===== src/rtl/conv_window_controller_if.sv =====
// Pixel handshake and window-result bus between the pixel source, the
// convolution layer and the window controller.
interface conv_window_controller_if #(
    parameter int CW = 3,
    parameter int RW = 3
);
    logic          in_valid;
    logic          in_ready;
    logic          shift_en;
    logic          out_valid;
    logic [RW-1:0] out_row;
    logic [CW-1:0] out_col;

    // Pixel source side: offers pixels, observes acceptance and window results.
    modport master (
        output in_valid,
        input  in_ready,
        input  shift_en,
        input  out_valid,
        input  out_row,
        input  out_col
    );

    // Controller side.
    modport slave (
        input  in_valid,
        output in_ready,
        output shift_en,
        output out_valid,
        output out_row,
        output out_col
    );
endinterface


===== src/rtl/conv_window_controller.sv =====
// Frame sequencer for the convolution_2D layer: accepts a pixel stream,
// advances the layer shift register, tags legal KxK windows and delays those
// tags through a model of the multiply-adder tree latency so that out_valid,
// out_row and out_col line up with the layer's pixel_out.
module conv_window_controller #(
    parameter int IMG_WIDTH    = 6,
    parameter int IMG_HEIGHT   = 6,
    parameter int KERNEL_SIZE  = 4,
    parameter int PIPE_LATENCY = 5,
    parameter int CW           = $clog2(IMG_WIDTH),
    parameter int RW           = $clog2(IMG_HEIGHT)
) (
    input  logic                         clock,
    input  logic                         reset,
    input  logic                         start,
    input  logic                         abort,
    conv_window_controller_if.slave      bus,
    output logic                         busy,
    output logic                         frame_done
);

    localparam int DW = (PIPE_LATENCY > 1) ? $clog2(PIPE_LATENCY) : 1;

    localparam logic [CW-1:0] LAST_COL   = CW'(IMG_WIDTH - 1);
    localparam logic [RW-1:0] LAST_ROW   = RW'(IMG_HEIGHT - 1);
    localparam logic [CW-1:0] MIN_COL    = CW'(KERNEL_SIZE - 1);
    localparam logic [RW-1:0] MIN_ROW    = RW'(KERNEL_SIZE - 1);
    localparam logic [DW-1:0] LAST_DRAIN = DW'(PIPE_LATENCY - 1);

    typedef enum logic [1:0] {
        IDLE   = 2'd0,
        STREAM = 2'd1,
        DRAIN  = 2'd2
    } state_t;

    state_t        state_q, state_d;
    logic [CW-1:0] col_q, col_d;
    logic [RW-1:0] row_q, row_d;
    logic [DW-1:0] drain_q, drain_d;
    logic          done_d;

    logic          in_ready;
    logic          accept;

    // Window tag for the pixel being accepted this cycle (pre-increment position).
    logic          tag_vld;
    logic [RW-1:0] tag_row;
    logic [CW-1:0] tag_col;

    // Latency model of the multiply-adder tree, one entry per pipeline stage.
    logic          vld_p [PIPE_LATENCY];
    logic [RW-1:0] row_p [PIPE_LATENCY];
    logic [CW-1:0] col_p [PIPE_LATENCY];

    logic          out_valid_q;
    logic [RW-1:0] out_row_q;
    logic [CW-1:0] out_col_q;

    // abort wins over an accept in the same cycle, so in_ready drops with it.
    assign in_ready = (state_q == STREAM) && !abort;
    assign accept   = bus.in_valid && in_ready;

    assign bus.in_ready  = in_ready;
    assign bus.shift_en  = accept;
    assign bus.out_valid = out_valid_q;
    assign bus.out_row   = out_row_q;
    assign bus.out_col   = out_col_q;
    assign busy          = (state_q != IDLE);

    // A window is legal once K rows and K columns have entered the shift register.
    assign tag_vld = accept && (row_q >= MIN_ROW) && (col_q >= MIN_COL);
    assign tag_row = row_q - MIN_ROW;
    assign tag_col = col_q - MIN_COL;

    // State, position and drain counter registers.
    always_ff @(posedge clock or negedge reset) begin
        if (!reset) begin
            state_q    <= IDLE;
            col_q      <= '0;
            row_q      <= '0;
            drain_q    <= '0;
            frame_done <= 1'b0;
        end else begin
            state_q    <= state_d;
            col_q      <= col_d;
            row_q      <= row_d;
            drain_q    <= drain_d;
            frame_done <= done_d;
        end
    end

    // Next-state logic: raster position tracking and drain timing.
    always_comb begin
        state_d = state_q;
        col_d   = col_q;
        row_d   = row_q;
        drain_d = drain_q;
        done_d  = 1'b0;
        if (abort) begin
            state_d = IDLE;
        end else begin
            case (state_q)
                IDLE: begin
                    // The frame_done cycle is still part of the finishing frame.
                    if (start && !frame_done) begin
                        state_d = STREAM;
                        col_d   = '0;
                        row_d   = '0;
                    end
                end
                STREAM: begin
                    if (accept) begin
                        if (col_q == LAST_COL) begin
                            col_d = '0;
                            if (row_q == LAST_ROW) begin
                                row_d   = '0;
                                drain_d = '0;
                                state_d = DRAIN;
                            end else begin
                                row_d = row_q + 1'b1;
                            end
                        end else begin
                            col_d = col_q + 1'b1;
                        end
                    end
                end
                DRAIN: begin
                    // The last tag leaves the latency model on this edge.
                    if (drain_q == LAST_DRAIN) begin
                        state_d = IDLE;
                        done_d  = 1'b1;
                    end else begin
                        drain_d = drain_q + 1'b1;
                    end
                end
                default: state_d = IDLE;
            endcase
        end
    end

    // Tag delay line: shifts every clock, stalls become bubbles.
    always_ff @(posedge clock or negedge reset) begin
        if (!reset) begin
            for (int i = 0; i < PIPE_LATENCY; i++) begin
                vld_p[i] <= 1'b0;
                row_p[i] <= '0;
                col_p[i] <= '0;
            end
            out_valid_q <= 1'b0;
            out_row_q   <= '0;
            out_col_q   <= '0;
        end else if (abort) begin
            for (int i = 0; i < PIPE_LATENCY; i++) begin
                vld_p[i] <= 1'b0;
                row_p[i] <= '0;
                col_p[i] <= '0;
            end
            out_valid_q <= 1'b0;
            out_row_q   <= '0;
            out_col_q   <= '0;
        end else begin
            vld_p[0] <= tag_vld;
            row_p[0] <= tag_row;
            col_p[0] <= tag_col;
            for (int i = 1; i < PIPE_LATENCY; i++) begin
                vld_p[i] <= vld_p[i-1];
                row_p[i] <= row_p[i-1];
                col_p[i] <= col_p[i-1];
            end
            out_valid_q <= vld_p[PIPE_LATENCY-1];
            out_row_q   <= row_p[PIPE_LATENCY-1];
            out_col_q   <= col_p[PIPE_LATENCY-1];
        end
    end

endmodule


===== src/flat_wrapper.sv =====
// flat-port wrapper written by rule: the top's interface ports become plain ports
module conv_window_controller_flat 
#(
    parameter int IMG_WIDTH    = 6,
    parameter int IMG_HEIGHT   = 6,
    parameter int KERNEL_SIZE  = 4,
    parameter int PIPE_LATENCY = 5,
    parameter int CW           = $clog2(IMG_WIDTH),
    parameter int RW           = $clog2(IMG_HEIGHT)
)
  (clock, reset, start, abort, busy, frame_done, bus_in_valid, bus_in_ready, bus_shift_en, bus_out_valid, bus_out_row, bus_out_col);
  conv_window_controller_if #(.CW(CW), .RW(RW)) bus_i ();
  input  logic clock;
  input  logic reset;
  input  logic start;
  input  logic abort;
  output logic busy;
  output logic frame_done;
  input wire logic [$bits(bus_i.in_valid)-1:0] bus_in_valid;
  output wire logic [$bits(bus_i.in_ready)-1:0] bus_in_ready;
  output wire logic [$bits(bus_i.shift_en)-1:0] bus_shift_en;
  output wire logic [$bits(bus_i.out_valid)-1:0] bus_out_valid;
  output wire logic [$bits(bus_i.out_row)-1:0] bus_out_row;
  output wire logic [$bits(bus_i.out_col)-1:0] bus_out_col;
  assign bus_i.in_valid = bus_in_valid;
  assign bus_in_ready = bus_i.in_ready;
  assign bus_shift_en = bus_i.shift_en;
  assign bus_out_valid = bus_i.out_valid;
  assign bus_out_row = bus_i.out_row;
  assign bus_out_col = bus_i.out_col;
  conv_window_controller #(.IMG_WIDTH(IMG_WIDTH), .IMG_HEIGHT(IMG_HEIGHT), .KERNEL_SIZE(KERNEL_SIZE), .PIPE_LATENCY(PIPE_LATENCY), .CW(CW), .RW(RW)) u_core (.clock(clock), .reset(reset), .start(start), .abort(abort), .bus(bus_i), .busy(busy), .frame_done(frame_done));
endmodule

===== config.mk =====
export PLATFORM = sky130hd
export DESIGN_NAME = conv_window_controller_flat
export DESIGN_NICKNAME = d
export VERILOG_FILES = /design/src/rtl/conv_window_controller_if.sv /design/src/rtl/conv_window_controller.sv /design/src/flat_wrapper.sv
export SDC_FILE = /design/constraint.sdc
export NUM_CORES = 1
export LEC_CHECK = 0
export CELL_PAD_IN_SITES_DETAIL_PLACEMENT = 1
export CELL_PAD_IN_SITES_GLOBAL_PLACEMENT = 1
export CORE_ASPECT_RATIO = 1.1
export CORE_MARGIN = 1
export CORE_UTILIZATION = 40
export CTS_CLUSTER_SIZE = 10
export DETAILED_ROUTE_END_ITERATION = 7
export PLACE_DENSITY_LB_ADDON = 0.3
export SYNTH_ARGS = -nofsm -noshare
export SYNTH_HDL_FRONTEND = slang
export SYNTH_SLANG_ARGS = --single-unit

===== constraint.sdc =====
create_clock -name clock -period 2.1 [get_ports clock]
set_input_delay 0.525 -clock clock [delete_from_list [all_inputs] [get_ports clock]]
set_output_delay 0.525 -clock clock [all_outputs]
set_load 0.02 [all_outputs]

## After elaboration in Yosys (flattened, before gate mapping)

Index checks and enable logic that the tools add are counted.
Widths: inputs -> output; s select.

- $lt $le $gt $ge: 2
- Bitwise logic cells: 1
- Multiplexer cells: 29
- Add/sub/neg operators: 5
- Divide/modulo/power cells: 0
- Reductions and logical operators: 15
- Multiply operators: 0
- Shift-type cells: 0
- Equality and inequality tests: 15

Operators by type and width:

| kind | number |
|---|---|
| $mux 3 | 12 |
| $mux 15 | 2 |
| $pmux 3 s2 | 3 |
| $mux 2 | 6 |
| $reduce_and 5->1 | 2 |
| $add 3x1->3 const B | 3 |
| $eq 3x3->1 const B | 3 |
| $ne 3x2->1 const B | 3 |
| $ge 3x2->1 const B | 2 |
| $ne 2x2->1 const B | 3 |
| $ne 3x3->1 const B | 2 |
| $pmux 2 s3 | 1 |
| $reduce_and 6->1 | 1 |
| $reduce_bool 2->1 | 3 |
| $sub 3x2->3 const B | 2 |
| $logic_and 1x1->1 | 5 |
| $mux 5 | 1 |
| $mux 1 | 4 |
| $ne 2x1->1 const B | 2 |
| $reduce_and 4->1 | 1 |
| $eq 2x1->1 const B | 1 |
| $eq 2x2->1 const B | 1 |
| $logic_not 1->1 | 2 |
| $logic_not 2->1 | 1 |
| $not 1->1 | 1 |

- Memories: 0
- Bits in read-only memories: 0
- Memory bits (writable): 0
- Output and inout port bits: 11
- Register bits: 54
- Latch bits: 0

## Longest topological paths before layout

Gate-level depths: netlist (run 1).

- Depth after elaboration: 6
- Gate-level depth with buffers: 6
- Depth with buffers taken out: 6

## Worst setup path after synthesis (run 1)

No wires, ideal clock.

- Path type: register to output
- Start point: register u_core.state_q[1]
- End point: output bus_shift_en
- Cell stages (with the launch flop): 4
- Setup slack: 0.157 ns
- Required time: 1.575 ns
- Arrival: 1.418 ns
- Buffers on the path: 0
- Cell sequence: dfrtp_1 -> nor2b_1 -> nor2b_1 -> and2_1

- Word-level cells in the longest chain between the ends: 3

RTL lines:

| what | line | RTL |
|---|---|---|
| from (decl) | conv_window_controller.sv:36 | `state_t state_q, state_d;` |
| from (signal assigned) | conv_window_controller.sv:84 | `state_q <= state_d;` |
| $eq 2x1->1 | conv_window_controller.sv:60 | `assign in_ready = (state_q == STREAM) && !abort;` |
| $logic_and 1x1->1 | conv_window_controller.sv:60 |  |
| named net bus_in_ready | flat_wrapper.sv:20 | `output wire logic [$bits(bus_i.in_ready)-1:0] bus_in_ready;` |
| $logic_and 1x1->1 | conv_window_controller.sv:61 | `assign accept = bus.in_valid && in_ready;` |
| to (decl) | flat_wrapper.sv:21 | `output wire logic [$bits(bus_i.shift_en)-1:0] bus_shift_en;` |

The timed path passes the listed nets, and every way through them passes these cells.

## Worst setup path in the final report (run 1)

- Start point: input start
- End point: register u_core.row_q[2]

- Word-level cells in the longest chain between the ends: 3

RTL lines:

| what | line | RTL |
|---|---|---|
| from (decl) | flat_wrapper.sv:15 | `input logic start;` |
| $logic_and 1x1->1 | conv_window_controller.sv:105 | `if (start && !frame_done) begin` |
| $ne 2x1->1 (no line) | n/a |  |
| $reduce_and 5->1 (no line) | n/a |  |
| to (signal assigned) | conv_window_controller.sv:86 | `row_q <= row_d;` |
| to (decl) | conv_window_controller.sv:38 | `logic [RW-1:0] row_q, row_d;` |

Every way passes these cells.
A chain may end at the register's enable or synchronous reset.

==> summary.md, run 1 <==
| Metric | Value |
|---|---|
| Commonest cells in the netlist | `dfrtp_1, nor2b_1, ha_1, nor2_1` |
| Total track usage | `0.140` |
| DP Wirelength | `2.23 mm` |
| Fmax | `482 MHz` |
| Initial core utilization | `0.413` |
| Worst Tran Pin Value | `0.476 ns` |
| Final hold vios | `0` |
| Critical path launch point type | `primary input` |
| Post-Syn Area | `2060 sq um` |
| Register area | `1350 sq um` |
| Slew HR | `0.679` |
| Initial antenna violation count | `0` |
| ANT nets after route | `0` |
| Die width | `70.5 um` |
| Number of port buffers | `15` |
| Clock transition at the registers of the reported paths | `0.08 ns` |
| Final-report setup violation count | `0` |
| Synth warn | `0` |
| Layout Nets | `200` |
| CTS tree | `yes` |
| Worst path required time | `2.28 ns` |
| CP Cell Sequence | `clkdlybuf4s50_1, or3b_4, a211o_4, a21oi_4, mux2_2` |
| Largest net degree at the start of global routing | `55` |
| Vias in the first global route | `1263` |
| P&R area growth vs syn | `18.6%` |
| Worst path slowest cell | `clkdlybuf4s50_1` |
| Sequential cell area fraction in the yosys report | `0.655` |
| CTS Sinks | `54` |
| Global route total overflow | `0` |
| IO Count | `16` |
| Cts hold-fix bufs | `0` |
| Fillers | `525` |
| Post-synth top area share | `0.655` |
| Setup Crit Path Kind | `primary input to flip-flop` |
| Finished Cell Area | `2450 sq um` |
| Placed inst area | `2330 sq um` |
| Multi-input gate area | `674 sq um` |
| Hold_ws | `0.206 ns` |
| RSZ-0062 raised after global routing | `false` |
| Worst vdd ir | `291 uV` |
| Clk_skew | `0.00848 ns` |
| Tmin final | `2.08 ns` |
| Top post-synthesis cells by area | `dfrtp_1, nor2b_1, ha_1` |
| Crit. End Element | `flip-flop` |
| Drt drc | `2` |
| Finished Core Util | `0.489` |
| Ratio of cells with drive above 1 in the final layout | `0.151` |
| Syn Area/Cell | `12.9 sq um` |
| Hold WC Path Type | `primary input to async pin` |
| First-pass GRT wire length | `5.80 mm` |
| Status | `finished, violations left` |
| Power Density | `820 nW/um^2` |
| CORE AREA | `5000 sq um` |
| Routability cong. | `0.808` |
| Leak pwr | `1.17 nW` |
| Post-CTS setup buffers | `0` |
| Synth Register Bits | `54` |
| CP max stage delay | `0.49 ns` |
| Unique cell type count in the Yosys netlist | `29` |
| Inserted Clock Buffers | `5` |
| Cell taking the most area after synthesis | `dfrtp_1` |
| Die area | `5450 sq um` |
| Fin. max-slew vios | `0` |
| Max-Cap Viols | `0` |
| Ys flop type | `dfrtp_1` |
| Number of flops mapped to enable cells by yosys | `0` |
| Crit share post-route | `0.988` |
| # diodes | `0` |
| CP max FO | `3` |
| Syn_nets | `175` |
| Count leader, synth | `dfrtp_1` |
| Chip height | `77.3 um` |
| Synthesized instance count | `160` |
| Via density | `4.86` |
| Async SR Flop Fraction | `1.00` |
| Clock Latency Late Sink | `0.30 ns` |
| Failing checks | `DRC` |
| Via count | `1180` |
| Post-Route WL | `3.25 mm` |
| Clock root buffer | `clkbuf_8` |
| Iter 0 DRT Violations | `82` |
| Post-DR wirelength/cell | `13.4 um` |
| Clk buf depth | `2` |
| # H-tree levels | `2` |
| Crit-path leading delay family | `buffers and inverters` |
| Critical path arrival | `2.25 ns` |
| CP bufs+invs | `1` |
| Initial DRT Pass Iterations | `6` |
| Site row count | `27` |
[state kept, by name, summed over array words and instances (netlist names)]
signal                flops
u_core.bus.out_col        3
u_core.bus.out_row        3
u_core.bus.out_valid      1
u_core.col_p             15
u_core.col_q              3
u_core.drain_q            3
u_core.frame_done         1
u_core.row_p             15
u_core.row_q              3
u_core.state_q            2
u_core.vld_p              5
[metrics by stage]
stage          TNS (ns)  setup WS (ns)  total power [mW]  cells
6_report              0         0.0245              2.01    243
5_1_grt               0        0.00238              2.11    243
4_1_cts               0         0.0142              2.04    243
3_5_place_dp      -2.88         -0.354              1.35    236
3_3_place_gp      -2.14         -0.347              1.33    236
2_1_floorplan         0          0.157              1.26    160
[logic make-up after synthesis]
family / Yosys count / synth area share
muxes: 6 / 0.0309
AOI/OAI and AO/OA: 10 / 0.0443
buffers and inverters: 13 / 0.0243
adders and majority gates: 10 / 0.0606
DFF: 54 / 0.655
and+or+nand+nor: 67 / 0.185
[cells in the final DEF, fill, tap and decap left out, types with 2 or more instances in the layout]
cell	synthesis	routed
clkdlybuf4s50_1	0	11
clkbuf_8	0	6
ha_1	10	10
nor2b_1	39	38
nand2_1	8	8
dfrtp_1	54	54
a211oi_1	2	2
o31ai_1	2	2
nor2_1	9	9
mux2_2	3	3
buf_4	0	7
buf_2	1	2
mux2i_1	3	3
inv_1	8	8
nor3_1	2	2
[power by group]
group	internal (mW)	total (mW)	switching, mW
clock network	0.381	0.684	0.303
registers	1.10	1.14	0.0367
logic	0.0872	0.186	0.0985
total	1.57	2.01	0.438
[final timing paths]
path	startpoint	end	slack, ns	cells after the start
worst min-delay path	reset	u_core.col_p[1]	0.21	2
worst max-delay path	start	u_core.row_q[2]	0.02	5
max in group asynchronous	reset	u_core.col_p[10]	1.66	2
worst min register to register	u_core.col_p[10]	u_core.col_p[7]	0.46	1
min in group clock	u_core.col_p[10]	u_core.col_p[7]	0.46	1
worst max register to register	u_core.state_q[0]	u_core.row_q[2]	0.21	5
[routing by layer]
layer / GRT usage / up-vias / wire (um)
li1: - / 558 / -
met5: 0 / - / 0
met3: 0.0394 / 4 / 106
met2: 0.249 / 16 / 1740
met1: 0.158 / 602 / 1360
met4: 0.0551 / 0 / 43
[timing repair]
item / CTS / global route
resized for setup: 8 / 3
endpoints found under the setup margin: 3 / 4
hold endpoints to repair: 0 / 0
pin swaps: 0 / 0
[final cells by class]
class | instances | area share
flip-flops and latches | 54 | 0.552
clock buffers | 6 | 0.0337
inverters | 8 | 0.0123
clock inverters | 1 | 0.0123
repair buffers | 23 | 0.0844
well taps | 58 | 0.0297
multi-input cells | 93 | 0.276
No activity file was read; power rests on OpenSTA's default activity.
==> run 2: changes to the inputs <==
- ABC_AREA: unset -> 1
- REMOVE_ABC_BUFFERS: unset -> 1
==> run 2 against run 1 <==
Net effect:
- worst setup slack improved by 0.038 ns
- the flow now finishes without violations
- flip-flop and latch count unchanged
- sequential share of layout area decreased by 3.2 points
- critical path depth decreased by 1
- via count increased by 24%
- total power increased by 31%
- highest routed layer unchanged
- critical endpoint is now bus_in_ready
- worst hold slack got worse by 0.011 ns
==> summary.md, run 2 <==
| Metric | Value |
|---|---|
| Routed length on met3 | `77 um` |
| DP Wirelength | `2.44 mm` |
| Switching share of power | `0.344` |
| Commonest cells in the netlist | `dfrtp_1, inv_1, nor2_1, nand2_1, ha_1` |
| Clock Power Share | `0.230` |
| Via density | `4.41` |
| Top post-synthesis cells by area | `dfrtp_1, inv_1, nor2_1` |
| Via count | `1460` |
| Async SR Flop Fraction | `1.00` |
| Setup Crit Path Kind | `primary input to primary output` |
| Biggest regs | `u_core.col_p x15, u_core.row_p x15, u_core.vld_p x5` |
| Inserted Clock Buffers | `5` |
| Slew HR | `0.712` |
| Max-Cap Viols | `0` |
| Worst vdd ir | `605 uV` |
| Crit share post-route | `0.970` |
| End of the worst register-to-register path | `u_core.drain_q[0]` |
| Post-DR wirelength/cell | `10.6 um` |
| Worst path required time | `1.57 ns` |
| Count leader, synth | `dfrtp_1` |
| Met2 WL | `1.82 mm` |
| Combinational share of power | `0.280` |
| CP max FO | `2` |
| Chip height | `80.2 um` |
| Crit. End Element | `primary output` |
| R2r setup slk | `0.70 ns` |
| Syn Area/Cell | `9.61 sq um` |
| Initial core utilization | `0.414` |
| Cts hold-fix bufs | `0` |
| Clk buf depth | `2` |
| Site row count | `28` |
| Total track usage | `0.141` |
| Layout Nets | `270` |
| Leak pwr | `1.33 nW` |
| Largest net degree at the start of global routing | `55` |
| IO Count | `16` |
| Ratio of cells with drive above 1 in the final layout | `0.117` |
| Number of flops mapped to enable cells by yosys | `0` |
| Synth warn | `0` |
| Final setup TNS | `0 ns` |
| DRT met1 WL | `1.55 mm` |
| Critical Path End | `bus_in_ready` |
| Critical path arrival | `1.51 ns` |
| Synthesized instance count | `231` |
| Iter 0 DRT Violations | `69` |
| Die width | `73.0 um` |
| Ys flop type | `dfrtp_1` |
| Final-report setup violation count | `0` |
| Post-synth top area share | `0.608` |
| Clock transition at the registers of the reported paths | `0.10 ns` |
| Die area | `5850 sq um` |
| Global route total overflow | `0` |
| Commonest non-fill, non-tap cell in the layout | `dfrtp_1` |
| R2r startpoint | `u_core.col_q[1]` |
| # H-tree levels | `2` |
| Initial DRT Pass Iterations | `3` |
| First-pass GRT wire length | `6.33 mm` |
| Final hold vios | `0` |
| Post-CTS setup buffers | `0` |
| Fmax | `491 MHz` |
| RSZ-0062 raised after global routing | `false` |
| Finished Cell Area | `2600 sq um` |
| Fin. max-slew vios | `0` |
| Worst Tran Pin Value | `0.431 ns` |
| Hold WC Path Type | `primary input to async pin` |
| Cell taking the most area after synthesis | `dfrtp_1` |
| CTS Sinks | `54` |
| Initial antenna violation count | `0` |
| Register-to-Register Path Depth | `7` |
| P&R area growth vs syn | `17.0%` |
| Synth Register Bits | `54` |
| Most frequent cells in the layout | `dfrtp_1, inv_1, nor2_1` |
| Drt drc | `0` |
| Power Density | `1010 nW/um^2` |
| Critical path launch point type | `primary input` |
| Post-Route WL | `3.51 mm` |
| Post-Syn Area | `2220 sq um` |
| Fillers | `634` |
| Number of port buffers | `15` |
| Status | `finished clean` |
| Tmin final | `2.04 ns` |
| Clk_skew | `0.00616 ns` |
| ANT nets after route | `0` |
| # diodes | `0` |
| Vias in the first global route | `1515` |
| Sequential cell area fraction in the yosys report | `0.608` |
| CORE AREA | `5360 sq um` |
| Unique cell type count in the Yosys netlist | `25` |
| Highest Signal Layer | `met4` |
| Sequential share of power | `0.490` |
| Placed inst area | `2500 sq um` |
| Routability cong. | `0.804` |
| Switching pwr | `0.905 mW` |
| Worst setup startpoint | `abort` |
| Clock root buffer | `clkbuf_8` |
| Pint | `1.73 mW` |
| Clock Latency Late Sink | `0.30 ns` |
| CTS tree | `yes` |
-- run 2: metal layers --
layer	GRT usage	vias up
met3	0.0263	5
met2	0.263	18
met4	0.0706	0
met1	0.149	715
met5	0	-
li1	-	722
-- run 2: worst min path at each step --
stage                            endpoint       startpoint  slack (ns)  cells past startpoint
floorplan           u_core.bus.out_col[0]            reset        0.23                      0
global placement          u_core.row_p[6]  u_core.row_p[9]        0.44                      2
detailed placement        u_core.row_p[1]  u_core.row_p[4]        0.45                      2
CTS                 u_core.bus.out_row[2]            reset        0.21                      2
global route              u_core.row_p[5]            reset        0.21                      2
finish              u_core.bus.out_row[2]            reset        0.19                      2
-- run 2: metrics by stage --
step	std cells	total power, mW	setup slack [ns]	hold WS (ns)	util
after global routing	331	2.85	0.0164	0.214	0.485
after detailed placement	323	2.09	-0.263	0.449	0.467
after global placement	323	2.05	-0.256	0.436	0.467
after CTS	331	2.70	0.00572	0.205	0.485
final	331	2.63	0.0620	0.195	0.485
after floorplan	226	1.82	0.562	0.229	-
-- run 2: logic make-up (layout without fill, tap and decap cells) --
family,after synthesis,in the layout,synth area share
buffers and inverters,59,84,0.103
AND/OR/NAND/NOR,95,95,0.193
adder cells (fa/ha/maj),10,10,0.0563
XOR/XNOR,1,1,0.00394
flip-flops,54,54,0.608
AO/OA/AOI/OAI,12,12,0.0355
-- run 2: cell type report --
cell class	instances	area, sq um	share of cell area
clock buffer	6	82.6	0.0318
clock inverter	2	16.3	0.00626
inverter	54	208	0.0800
multi-input combinational	118	642	0.247
sequential	54	1350	0.520
tap	75	93.8	0.0361
timing repair buffer	22	204	0.0785
-- run 2: repair_timing --
item                                    CTS  global route
endpoints found under the setup margin    3             2
gates cloned                              0             0
resized for setup                         3             3
-- run 2: critical path, stage by stage --
cell	delay, ns
clkdlybuf4s50_1	0.46
nor2_4	0.13
buf_4	0.11
clkdlybuf4s15_1	0.29
-- run 2: power groups by stage --
stage          logic (mW)  registers (mW)  clock network [mW]
6_report            0.736            1.29               0.606
4_1_cts             0.764            1.29               0.642
3_3_place_gp        0.751            1.30                   0
5_1_grt             0.865            1.31               0.670
2_1_floorplan       0.522            1.29                   0
3_5_place_dp        0.775            1.31                   0
==> run 3: changes to the inputs <==
- CTS_BUF_LIST: unset -> sky130_fd_sc_hd__clkbuf_4 sky130_fd_sc_hd__clkbuf_8 sky130_fd_sc_hd__clkbuf_16
==> results of run 3 <==
Same layout as run 2: the final DEF is identical, and so are final timing and power.
